[config.mk]
export PLATFORM = sky130hd
export DESIGN_NAME = bus_fifo_periph_flat
export DESIGN_NICKNAME = d
export VERILOG_FILES = /design/src/rtl/bus_fifo_pkg.sv /design/src/rtl/bus_fifo_periph_if.sv /design/src/rtl/bus_fifo_periph_fifo_core.sv /design/src/rtl/bus_fifo_periph.sv /design/src/flat_wrapper.sv
export SDC_FILE = /design/constraint.sdc
export NUM_CORES = 1
export LEC_CHECK = 0
export ABC_AREA = 1
export CELL_PAD_IN_SITES_DETAIL_PLACEMENT = 0
export CELL_PAD_IN_SITES_GLOBAL_PLACEMENT = 2
export CORE_MARGIN = 2
export CORE_UTILIZATION = 44
export CTS_BUF_LIST = sky130_fd_sc_hd__clkbuf_8
export DETAILED_ROUTE_END_ITERATION = 10
export MAX_ROUTING_LAYER = met4
export PLACE_DENSITY = 0.86
export SYNTH_ARGS = -nofsm -noshare
export SYNTH_HDL_FRONTEND = slang
export SYNTH_HIERARCHICAL = 1
export SYNTH_SLANG_ARGS = --single-unit
[constraint.sdc]
create_clock -name clk -period 6.6 [get_ports clk]
set_input_delay 0.66 -clock clk [delete_from_list [all_inputs] [get_ports clk]]
set_output_delay 0.66 -clock clk [all_outputs]
set_load 0.01 [all_outputs]
[src/rtl/bus_fifo_pkg.sv]
// ============================================================================
// Module      : bus_fifo_pkg
// Description : Register offsets and field bit positions for bus_fifo_periph.
// Revision    : 1.0 - initial release
// ============================================================================
`default_nettype none

package bus_fifo_pkg;

  localparam logic [1:0] FIFO_CTRL   = 2'd0;
  localparam logic [1:0] FIFO_STATUS = 2'd1;
  localparam logic [1:0] FIFO_TXDATA = 2'd2;
  localparam logic [1:0] FIFO_RXDATA = 2'd3;

  localparam int c_CTRL_EN      = 0;
  localparam int c_CTRL_CLR     = 1;
  localparam int c_STATUS_EMPTY = 0;
  localparam int c_STATUS_FULL  = 1;
  localparam int c_STATUS_OVF   = 2;
  localparam int c_STATUS_UNF   = 3;
  localparam int c_STATUS_CNT_LSB = 8;

  // Expands per-byte enables into a 32-bit lane mask.
  function automatic logic [31:0] lane_mask(input logic [3:0] be);
    return {{8{be[3]}}, {8{be[2]}}, {8{be[1]}}, {8{be[0]}}};
  endfunction

endpackage

`default_nettype wire

[src/rtl/bus_fifo_periph_if.sv]
// ============================================================================
// Module      : bus_fifo_periph_if
// Description : Core data-bus responder interface plus FIFO status flags.
// Revision    : 1.0 - initial release
// ============================================================================
`default_nettype none

interface bus_fifo_periph_if;
  logic        busSel;
  logic        busWe;
  logic [31:0] busAddr;
  logic [31:0] busWData;
  logic [3:0]  Byte_Enable;
  logic [31:0] busRData;
  logic        fifoEmpty;
  logic        fifoFull;

  modport master (
    output busSel, busWe, busAddr, busWData, Byte_Enable,
    input  busRData, fifoEmpty, fifoFull
  );

  modport slave (
    input  busSel, busWe, busAddr, busWData, Byte_Enable,
    output busRData, fifoEmpty, fifoFull
  );
endinterface

`default_nettype wire

[src/rtl/bus_fifo_periph_fifo_core.sv]
// ============================================================================
// Module      : fifo_core
// Description : Power-of-2 circular word buffer with push/pop/clear.
// Revision    : 1.0 - initial release
// ============================================================================
`default_nettype none

module fifo_core #(
  parameter int DEPTH = 8
) (
  input  wire logic                       clk,
  input  wire logic                       reset,
  input  wire logic                       push,
  input  wire logic                       pop,
  input  wire logic                       clr,
  input  wire logic [31:0]                wdata,
  output logic      [31:0]                rdata,
  output logic      [$clog2(DEPTH):0]     count,
  output logic                            empty,
  output logic                            full
);

  localparam int c_PW = $clog2(DEPTH);
  localparam int c_CW = c_PW + 1;
  localparam logic [c_CW-1:0] c_FULL = c_CW'(DEPTH);

  logic [31:0]     r_mem [DEPTH];
  logic [c_PW-1:0] r_wptr;
  logic [c_PW-1:0] r_rptr;
  logic [c_CW-1:0] r_count;

  // Pointers wrap naturally because DEPTH is a power of 2.
  always_ff @(posedge clk) begin
    if (!reset || clr) begin
      r_wptr  <= '0;
      r_rptr  <= '0;
      r_count <= '0;
    end else if (push && !full) begin
      r_wptr  <= r_wptr + 1'b1;
      r_count <= r_count + 1'b1;
    end else if (pop && !empty) begin
      r_rptr  <= r_rptr + 1'b1;
      r_count <= r_count - 1'b1;
    end
  end

  always_ff @(posedge clk) begin
    if (reset && !clr && push && !full) begin
      r_mem[r_wptr] <= wdata;
    end
  end

  assign rdata = r_mem[r_rptr];
  assign count = r_count;
  assign empty = (r_count == '0);
  assign full  = (r_count == c_FULL);

endmodule

`default_nettype wire

[src/rtl/bus_fifo_periph.sv]
// ============================================================================
// Module      : bus_fifo_periph
// Description : Memory-mapped FIFO peripheral on the core data bus.
//               Define BUS_FIFO_ERR_EN for sticky overflow/underflow flags.
// Revision    : 1.0 - initial release
// ============================================================================
`default_nettype none

module bus_fifo_periph
  import bus_fifo_pkg::*;
#(
  parameter int DEPTH = 8
) (
  input  wire logic              clk,
  input  wire logic              reset,
  bus_fifo_periph_if.slave       bus
);

  localparam int c_CW = $clog2(DEPTH) + 1;

  logic              r_en;
  logic [1:0]        w_reg;
  logic              w_rd;
  logic              w_wr;
  logic              w_ctrl_wr;
  logic              w_clr;
  logic              w_tx_wr;
  logic              w_push;
  logic              w_rx_rd;
  logic              w_pop;
  logic [31:0]       w_wdata;
  logic [31:0]       w_head;
  logic [c_CW-1:0]   w_count;
  logic              w_empty;
  logic              w_full;
  logic              w_ovf;
  logic              w_unf;
  logic              w_unused_ok;

  assign w_reg     = bus.busAddr[3:2];
  assign w_wr      = bus.busSel &  bus.busWe;
  assign w_rd      = bus.busSel & ~bus.busWe;
  assign w_ctrl_wr = w_wr & (w_reg == FIFO_CTRL) & bus.Byte_Enable[0];
  assign w_clr     = w_ctrl_wr & bus.busWData[c_CTRL_CLR];
  assign w_tx_wr   = w_wr & (w_reg == FIFO_TXDATA) & r_en & (bus.Byte_Enable != 4'b0000);
  assign w_push    = w_tx_wr & ~w_full;
  assign w_rx_rd   = w_rd & (w_reg == FIFO_RXDATA) & r_en;
  assign w_pop     = w_rx_rd & ~w_empty;
  assign w_wdata   = bus.busWData & lane_mask(bus.Byte_Enable);
  assign w_unused_ok = &{1'b0, bus.busAddr[31:4], bus.busAddr[1:0]};

  always_ff @(posedge clk) begin
    if (!reset) begin
      r_en <= 1'b0;
    end else if (w_ctrl_wr) begin
      r_en <= bus.busWData[c_CTRL_EN];
    end
  end

  fifo_core #(
    .DEPTH (DEPTH)
  ) u_fifo_core (
    .clk   (clk),
    .reset (reset),
    .push  (w_push),
    .pop   (w_pop),
    .clr   (w_clr),
    .wdata (w_wdata),
    .rdata (w_head),
    .count (w_count),
    .empty (w_empty),
    .full  (w_full)
  );

`ifdef BUS_FIFO_ERR_EN
  logic r_ovf;
  logic r_unf;
  logic w_status_wr;

  assign w_status_wr = w_wr & (w_reg == FIFO_STATUS) & bus.Byte_Enable[0];

  // A set in the same cycle as a clear takes precedence.
  always_ff @(posedge clk) begin
    if (!reset) begin
      r_ovf <= 1'b0;
      r_unf <= 1'b0;
    end else begin
      if (w_tx_wr && w_full) begin
        r_ovf <= 1'b1;
      end else if (w_clr || (w_status_wr && bus.busWData[c_STATUS_OVF])) begin
        r_ovf <= 1'b0;
      end
      if (w_rx_rd && w_empty) begin
        r_unf <= 1'b1;
      end else if (w_clr || (w_status_wr && bus.busWData[c_STATUS_UNF])) begin
        r_unf <= 1'b0;
      end
    end
  end

  assign w_ovf = r_ovf;
  assign w_unf = r_unf;
`else
  assign w_ovf = 1'b0;
  assign w_unf = 1'b0;
`endif

  always_comb begin
    bus.busRData = 32'h0;
    if (bus.busSel) begin
      case (w_reg)
        FIFO_CTRL:   bus.busRData = {31'h0, r_en};
        FIFO_STATUS: bus.busRData = {16'h0, 8'(w_count), 4'h0, w_unf, w_ovf, w_full, w_empty};
        FIFO_TXDATA: bus.busRData = 32'h0;
        FIFO_RXDATA: bus.busRData = w_empty ? 32'h0 : w_head;
        default:     bus.busRData = 32'h0;
      endcase
    end
  end

  assign bus.fifoEmpty = w_empty;
  assign bus.fifoFull  = w_full;

endmodule

`default_nettype wire

[src/flat_wrapper.sv]
// flat-port wrapper written by rule: the top's interface ports become plain ports
module bus_fifo_periph_flat import bus_fifo_pkg::*;
#(
  parameter int DEPTH = 8
)
  (clk, reset, bus_busSel, bus_busWe, bus_busAddr, bus_busWData, bus_Byte_Enable, bus_busRData, bus_fifoEmpty, bus_fifoFull);
  bus_fifo_periph_if bus_i ();
  input  wire logic clk;
  input  wire logic reset;
  input wire logic [$bits(bus_i.busSel)-1:0] bus_busSel;
  input wire logic [$bits(bus_i.busWe)-1:0] bus_busWe;
  input wire logic [$bits(bus_i.busAddr)-1:0] bus_busAddr;
  input wire logic [$bits(bus_i.busWData)-1:0] bus_busWData;
  input wire logic [$bits(bus_i.Byte_Enable)-1:0] bus_Byte_Enable;
  output wire logic [$bits(bus_i.busRData)-1:0] bus_busRData;
  output wire logic [$bits(bus_i.fifoEmpty)-1:0] bus_fifoEmpty;
  output wire logic [$bits(bus_i.fifoFull)-1:0] bus_fifoFull;
  assign bus_i.busSel = bus_busSel;
  assign bus_i.busWe = bus_busWe;
  assign bus_i.busAddr = bus_busAddr;
  assign bus_i.busWData = bus_busWData;
  assign bus_i.Byte_Enable = bus_Byte_Enable;
  assign bus_busRData = bus_i.busRData;
  assign bus_fifoEmpty = bus_i.fifoEmpty;
  assign bus_fifoFull = bus_i.fifoFull;
  bus_fifo_periph #(.DEPTH(DEPTH)) u_core (.clk(clk), .reset(reset), .bus(bus_i));
endmodule
==> results.toml, run 1 <==
[clocking]
cts_tree = "built"
cts_setup_buffers = 0
post_cts.resized_instances = 0
clk_transition_reported_paths_ps = 60
cts_made_buffers = 42
htree_num_levels = 2
clk_buf_depth = 3
worst_skew_pair.late_latency_ps = 540
cts.root.buffer_cell = "clkbuf_8"
numClockSinks = 270
cts-hold-fix-buffers = 0

[routing]
drt_iter0_markers = 622
avgViaCountPerCell = 5.16
final_routed_wirelength_across_all_metal_layers_um = 24400
drt.antenna.violating_nets = 0
average_detailed_routed_wire_length_per_instance_um = 18.3
detail_route.drc_violations = 0
dr.pass1.iters = 5
vias = 6892

[die]
initial_utilization = 0.451
horizontal_die_dimension_um = 165
dieHeight_um = 165
design.die.area_mm2 = 0.0272
fp-row-count = 58
io_pins = 106
fp.coreArea_mm2 = 0.0253

[pwr]
p_per_area_mw_per_mm2 = 244
worst_ir_drop_vdd_mv = 0.114
power_leakage_nw = 4.52

[run_status]
outcome = "completed"

[yosys]
synth_top_cell_by_area = "edfxtp_1"
post_synth_num_cell_types = 33
synth.ff_latch_count = 270
synth_top_flop_cell = "edfxtp_1"
synth_top_area_frac = 0.675
post_synth.cell_area_avg_um2 = 12.8
synthesis.area_mm2 = 0.0114
synth-seq-area-share = 0.700
synth-edff-count = 256
asyncSetResetFlopFracSynth = 0
syn_inst = 891
ys.warnings.count = 6
cell_types_with_the_largest_area_share_after_synthesis = "edfxtp_1 (68%), mux2i_1 (5.6%), nand2_1 (5.2%), o22ai_1 (3.5%), o21ai_0 (3.0%)"
synthesis.nets = 968

[timing]
setup_tns_ps = 0
worst_slew_pin_slew_ps = 981
finalCriticalPeriod_ps = 4410
maxSlewHeadroom = 0.346
finalMaxSlewViolations = 0
final.setup.worst_slack_ps = 2190
hold_viol_final = 0
unrepaired_setup_endpoints_after_global_routing = "no"
setup-violations-final = 0
finalClockSkew_ps = 19.4
timing.fmax_mhz = 227
period_utilization_post_route = 0.668

[place]
dp.final_hpwl_um = 13100
io_buffer_count = 75
place_inst = 1260
gp_routability_congestion = 0.755
place_worst_setup_slack_ps = 2480

[global_route]
grt_pass1_vias = 6686
global_route.usage.total = 0.190
global_route_wire_length_before_repair_um = 37300
grt_start_max_net_pins = 96
grt-ovfl-total = 0
grt_antenna_before_repair = 0

[setup_path]
cp.required_ps = 5940
cp_max_fo = 74
worst-setup-path-type = "reg -> out"
rr_endpoint = "u_core/u_fifo_core/r_mem[0][9]"
reg2reg_from = "u_core/u_fifo_core/count[0]"
delay_contributed_by_the_slowest_stage_of_the_critical_path_ps = 870
reg2reg_depth = 11
setup.reg_to_reg.worst_slack_ps = 3510
endpoint_class_of_the_critical_path = "output port"
timing.critical_path.mode_cell = "nand2_1"
critical-path-slowest-cell = "buf_4"
startpoint_type = "flip-flop"
crit_path_cell_trace = "buf_4 -> o21ai_0 -> o22ai_1 -> nand2_1 -> nand2_1 -> nor3b_1 -> clkdlybuf4s50_1"
critical_path_arrival_ps = 3750

[cells_and_area]
antenna_cells = 0
postLayoutCoreUtil = 0.523
finish.cell_count_without_fillers = 1335
final_layout_size_suffix_gt1_frac = 0.101
num-nets-final = 1051
layout-area-overhead-vs-synth_pct = 16.0

[worst_hold_path]
worst_hold_path.num_cells = 2
holdCritStartpoint = "u_core/u_fifo_core/r_rptr[1]"
timing.hold.worst.class = "reg -> reg"

[job]
drv.max_cap_violation_count = 0
==> sequential cells by signal (all words and copies together), names as in the netlist, named ones only <==
name	flops
u_core/u_fifo_core/r_mem	256
u_core/u_fifo_core/count	4
u_core/u_fifo_core/r_rptr	3
u_core/u_fifo_core/r_wptr	3
u_core/r_en	1
==> power breakdown <==
part / internal, W / switching, W
combinational: 0.0000285 / 0.0000452
sequential: 0.00187 / 0.000000343
clock: 0.000676 / 0.000603
==> worst max-delay path by stage <==
stage	end	slack, ps	depth (start not counted)
4_1_cts	bus_busRData[31]	2100	7
3_5_place_dp	u_core/u_fifo_core/r_mem[0][20]	2480	8
2_1_floorplan	u_core/u_fifo_core/r_mem[1][0]	2420	7
6_report	bus_busRData[31]	2190	7
3_3_place_gp	u_core/u_fifo_core/r_mem[0][20]	2460	8
5_1_grt	bus_busRData[31]	1910	7
==> logic make-up (layout without fill, tap and decap cells) <==
| logic type | after synthesis | in the layout | synth area share |
|---|---|---|---|
| AOI/OAI and AO/OA | 152 | 152 | 0.0739 |
| and+or+nand+nor | 291 | 291 | 0.118 |
| DFF | 270 | 270 | 0.700 |
| adders and majority gates | 5 | 5 | 0.00616 |
| buffers and inverters | 107 | 221 | 0.0442 |
| muxes | 64 | 64 | 0.0563 |
| xor gates and xnor gates | 2 | 2 | 0.00154 |
==> worst max-delay path, delay by kind of cell (launching register included) <==
| kind | cells | cell delay (ps) |
|---|---|---|
| buffers and inverters | 2 | 1470 |
| AO/OA/AOI/OAI | 2 | 400 |
| flip-flops | 1 | 850 |
| AND/OR/NAND/NOR | 3 | 420 |
==> cell usage in the layout (no fill, tap or decap) <==
master	netlist	final
and3_1	1	1
buf_4	6	15
a21oi_1	17	17
clkdlybuf4s50_1	0	75
inv_1	55	72
mux2i_1	64	64
o22ai_1	64	64
nor2_4	1	7
nor3b_2	20	20
nor2_1	83	77
dfxtp_1	14	12
nor2_2	1	1
xor2_1	1	1
nor3_2	0	2
nand2_2	2	2
clkinv_1	0	7
edfxtp_1	256	256
nor3b_1	7	7
dfxtp_4	0	2
fa_1	1	1
nand4_1	2	2
nand3_1	10	10
o21ai_0	68	68
nand2_4	1	1
ha_1	4	4
nor4_1	1	1
clkinv_2	0	3
xnor2_1	1	1
inv_2	1	2
clkbuf_8	0	46
bufinv_16	0	1
nor3_1	3	1
o21ai_1	3	3
nand2_1	159	159
==> per-layer routing <==
metal,vias to the layer above,global-route usage,part of all wire
met5,-,-,0
met1,3321,0.255,0.46
met2,178,0.301,0.47
li1,3363,-,-
met3,30,0.0329,0.049
met4,0,0.0545,0.014
==> layout make-up <==
class / count / area [um^2]
Fill cell: 2157 / 12100
Inverter: 56 / 210
Clock buffer: 46 / 633
Multi-Input combinational cell: 514 / 2970
Sequential cell: 270 / 7980
Clock inverter: 29 / 139
Timing Repair Buffer: 90 / 863
Tap cell: 330 / 413
==> cells in the mapped netlist, types with 10 or more instances <==
cell type and instances:
edfxtp_1 256, nand2_1 159, nor2_1 83, o21ai_0 68, mux2i_1 64, o22ai_1 64
inv_1 55, clkbuf_1 21, nor3b_2 20, a21oi_1 17, dfxtp_1 14, buf_2 10
nand3_1 10
==> through the flow <==
stage / total power, W / instance area [um^2] / hold WS [ps]
2_1_floorplan: 0.00194 / 11400 / 455
3_3_place_gp: 0.00198 / 12400 / 466
3_5_place_dp: 0.00198 / 12400 / 474
4_1_cts: 0.00326 / 13200 / 483
5_1_grt: 0.00335 / 13200 / 532
6_report: 0.00323 / 13200 / 491
Note: power is estimated with default switching activity, not from simulation.
==> inputs of run 2 (changes only) <==
--- a/config.mk
+++ b/config.mk
@@ -9,11 +9,11 @@
 export CELL_PAD_IN_SITES_DETAIL_PLACEMENT = 0
 export CELL_PAD_IN_SITES_GLOBAL_PLACEMENT = 2
 export CORE_MARGIN = 2
-export CORE_UTILIZATION = 44
+export CORE_UTILIZATION = 41
 export CTS_BUF_LIST = sky130_fd_sc_hd__clkbuf_8
 export DETAILED_ROUTE_END_ITERATION = 10
 export MAX_ROUTING_LAYER = met4
-export PLACE_DENSITY = 0.86
+export PLACE_DENSITY = 0.81
 export SYNTH_ARGS = -nofsm -noshare
 export SYNTH_HDL_FRONTEND = slang
 export SYNTH_HIERARCHICAL = 1
==> constraint.sdc (replaced) <==
create_clock -name clk -period 4.6 [get_ports clk]
set_input_delay 0.46 -clock clk [delete_from_list [all_inputs] [get_ports clk]]
set_output_delay 0.46 -clock clk [all_outputs]
set_load 0.01 [all_outputs]
==> results.toml, run 2 (synthesis results as in run 1) <==
[routing]
final_routed_wirelength_across_all_metal_layers_um = 24900
average_detailed_routed_wire_length_per_instance_um = 18.0
met2RoutedLength_um = 12000
detail_route.drc_violations = 0
detailroute.wirelength.met3_um = 1180
drt.antenna.violating_nets = 0
drt_iter0_markers = 531
avgViaCountPerCell = 5.04
met1_wire_length_um = 11400
dr.pass1.iters = 4
vias = 6955
top_layer_used = "met4"

[place]
dpl_cell_area_mm2 = 0.0126
io_buffer_count = 75
dp.final_hpwl_um = 13300
place_worst_setup_slack_ps = 1200
gp_routability_congestion = 0.722

[clocking]
cts_tree = "built"
clk_buf_depth = 3
cts.root.buffer_cell = "clkbuf_8"
worst_skew_pair.late_latency_ps = 550
numClockSinks = 270
cts_made_buffers = 43
clk_transition_reported_paths_ps = 60
cts_setup_buffers = 0
post_cts.resized_instances = 0
cts-hold-fix-buffers = 0
htree_num_levels = 2

[cells_and_area]
largest_register_ffs = 256
num-nets-final = 1057
mostFrequentLayoutCells = "edfxtp_1 (256), nand2_1 (159), nor2_1 (77)"
post-route-cell-area_mm2 = 0.0133
layout-area-overhead-vs-synth_pct = 16.7
antenna_cells = 0
leading_cell_type_in_the_layout_fill_and_taps_excluded = "edfxtp_1"
final_layout_size_suffix_gt1_frac = 0.103
largest-register = "u_core/u_fifo_core/r_mem"

[timing]
finalCriticalPeriod_ps = 3570
finalClockSkew_ps = 17.1
finalMaxSlewViolations = 0
setup_tns_ps = 0
holdWs_ps = 474
period_utilization_post_route = 0.775
maxSlewHeadroom = 0.343
unrepaired_setup_endpoints_after_global_routing = "no"
hold_viol_final = 0
setup-violations-final = 0
timing.fmax_mhz = 280
worst_slew_pin_slew_ps = 985
final.setup.worst_slack_ps = 1030

[die]
initial_utilization = 0.420
fp.coreArea_mm2 = 0.0271
design.die.area_mm2 = 0.0291
fp-row-count = 60
horizontal_die_dimension_um = 171
io_pins = 106
dieHeight_um = 171

[global_route]
grt_pass1_vias = 6887
grt_antenna_before_repair = 0
global_route.usage.total = 0.178
global_route_wire_length_before_repair_um = 38000
grt_start_max_net_pins = 129
grt-ovfl-total = 0

[pwr]
p_per_area_mw_per_mm2 = 341
cell_internal_pwr_w = 0.00359
pwr-share-seq = 0.593
p_clk_frac = 0.383
power_leakage_nw = 4.53
worst_ir_drop_vdd_mv = 0.173
pwr-share-comb = 0.024
p_sw_frac = 0.207
power.switching_w = 0.000936

[job]
drv.max_cap_violation_count = 0

[setup_path]
reg2reg_depth = 13
startpoint_type = "flip-flop"
cp.buffers_inverters = 3
delay_contributed_by_the_slowest_stage_of_the_critical_path_ps = 650
crit_family = "buffers and inverters"
crit_path_cell_trace = "inv_2 -> buf_4 -> nor2_1 -> o22ai_1 -> nand2_1 -> nand2_1 -> nor3b_1 -> clkdlybuf4s50_1"
worst-setup-path-type = "reg -> out"
endpoint_class_of_the_critical_path = "output port"
cp_max_fo = 41
timing.critical_path.mode_cell = "nand2_1"
cp.required_ps = 4140
worst-path-stages = 8
critical_path_arrival_ps = 3110
critical-path-slowest-cell = "inv_2"

[run_status]
outcome = "completed"

[worst_hold_path]
timing.hold.worst.class = "reg -> reg"
worst_hold_path.num_cells = 2
run 2: changes by cell type in the layout (fill, tap and decap cells not counted), sizes merged:
cell,change
clkinv,-4
buf,+5
bufinv,-1
clkinvlp,+3
clkbuf,-3
inv,+3
run 2: area by class of cell:
class | count | area, um^2
clock buffer | 43 | 592
clock inverter | 30 | 126
fill | 2380 | 13800
inverter | 56 | 210
multi-input combinational | 514 | 2970
sequential | 270 | 7980
tap | 372 | 465
timing repair buffer | 95 | 951
run 2: tightest hold or removal path, cell delays in order, from the launching register on:
cell     delay [ps]
dfxtp_1         310
nand2_1          60
a21oi_1          60
run 2: final timing paths:
kind / from / to / slack, ps
max: flip-flop / bus_busRData[4] / 1030
min: u_core/u_fifo_core/r_rptr[1] / flip-flop / 470
max reg2reg: u_core/u_fifo_core/count[0] / u_core/u_fifo_core/count[3] / 1800
min reg2reg: u_core/u_fifo_core/r_rptr[1] / flip-flop / 470
run 2: power groups by stage:
stage          clock [W]  sequential (W)  combinational (W)
2_1_floorplan          0         0.00274          0.0000468
3_3_place_gp           0         0.00274           0.000107
3_5_place_dp           0         0.00274           0.000109
4_1_cts          0.00178         0.00269           0.000109
5_1_grt          0.00189         0.00269           0.000119
6_report         0.00173         0.00269           0.000108
run 2: metrics by stage:
step           instances  total power (W)   util
4_1_cts             1380          0.00458  0.490
3_3_place_gp        1307          0.00284  0.464
2_1_floorplan        891          0.00279      -
3_5_place_dp        1307          0.00285  0.464
5_1_grt             1380          0.00469  0.490
6_report            1380          0.00453  0.490
run 2: per-layer routing:
layer	GRT usage	vias to the layer above
li1	-	3376
met5	-	-
met4	0.0461	0
met1	0.227	3403
met2	0.296	153
met3	0.0324	23
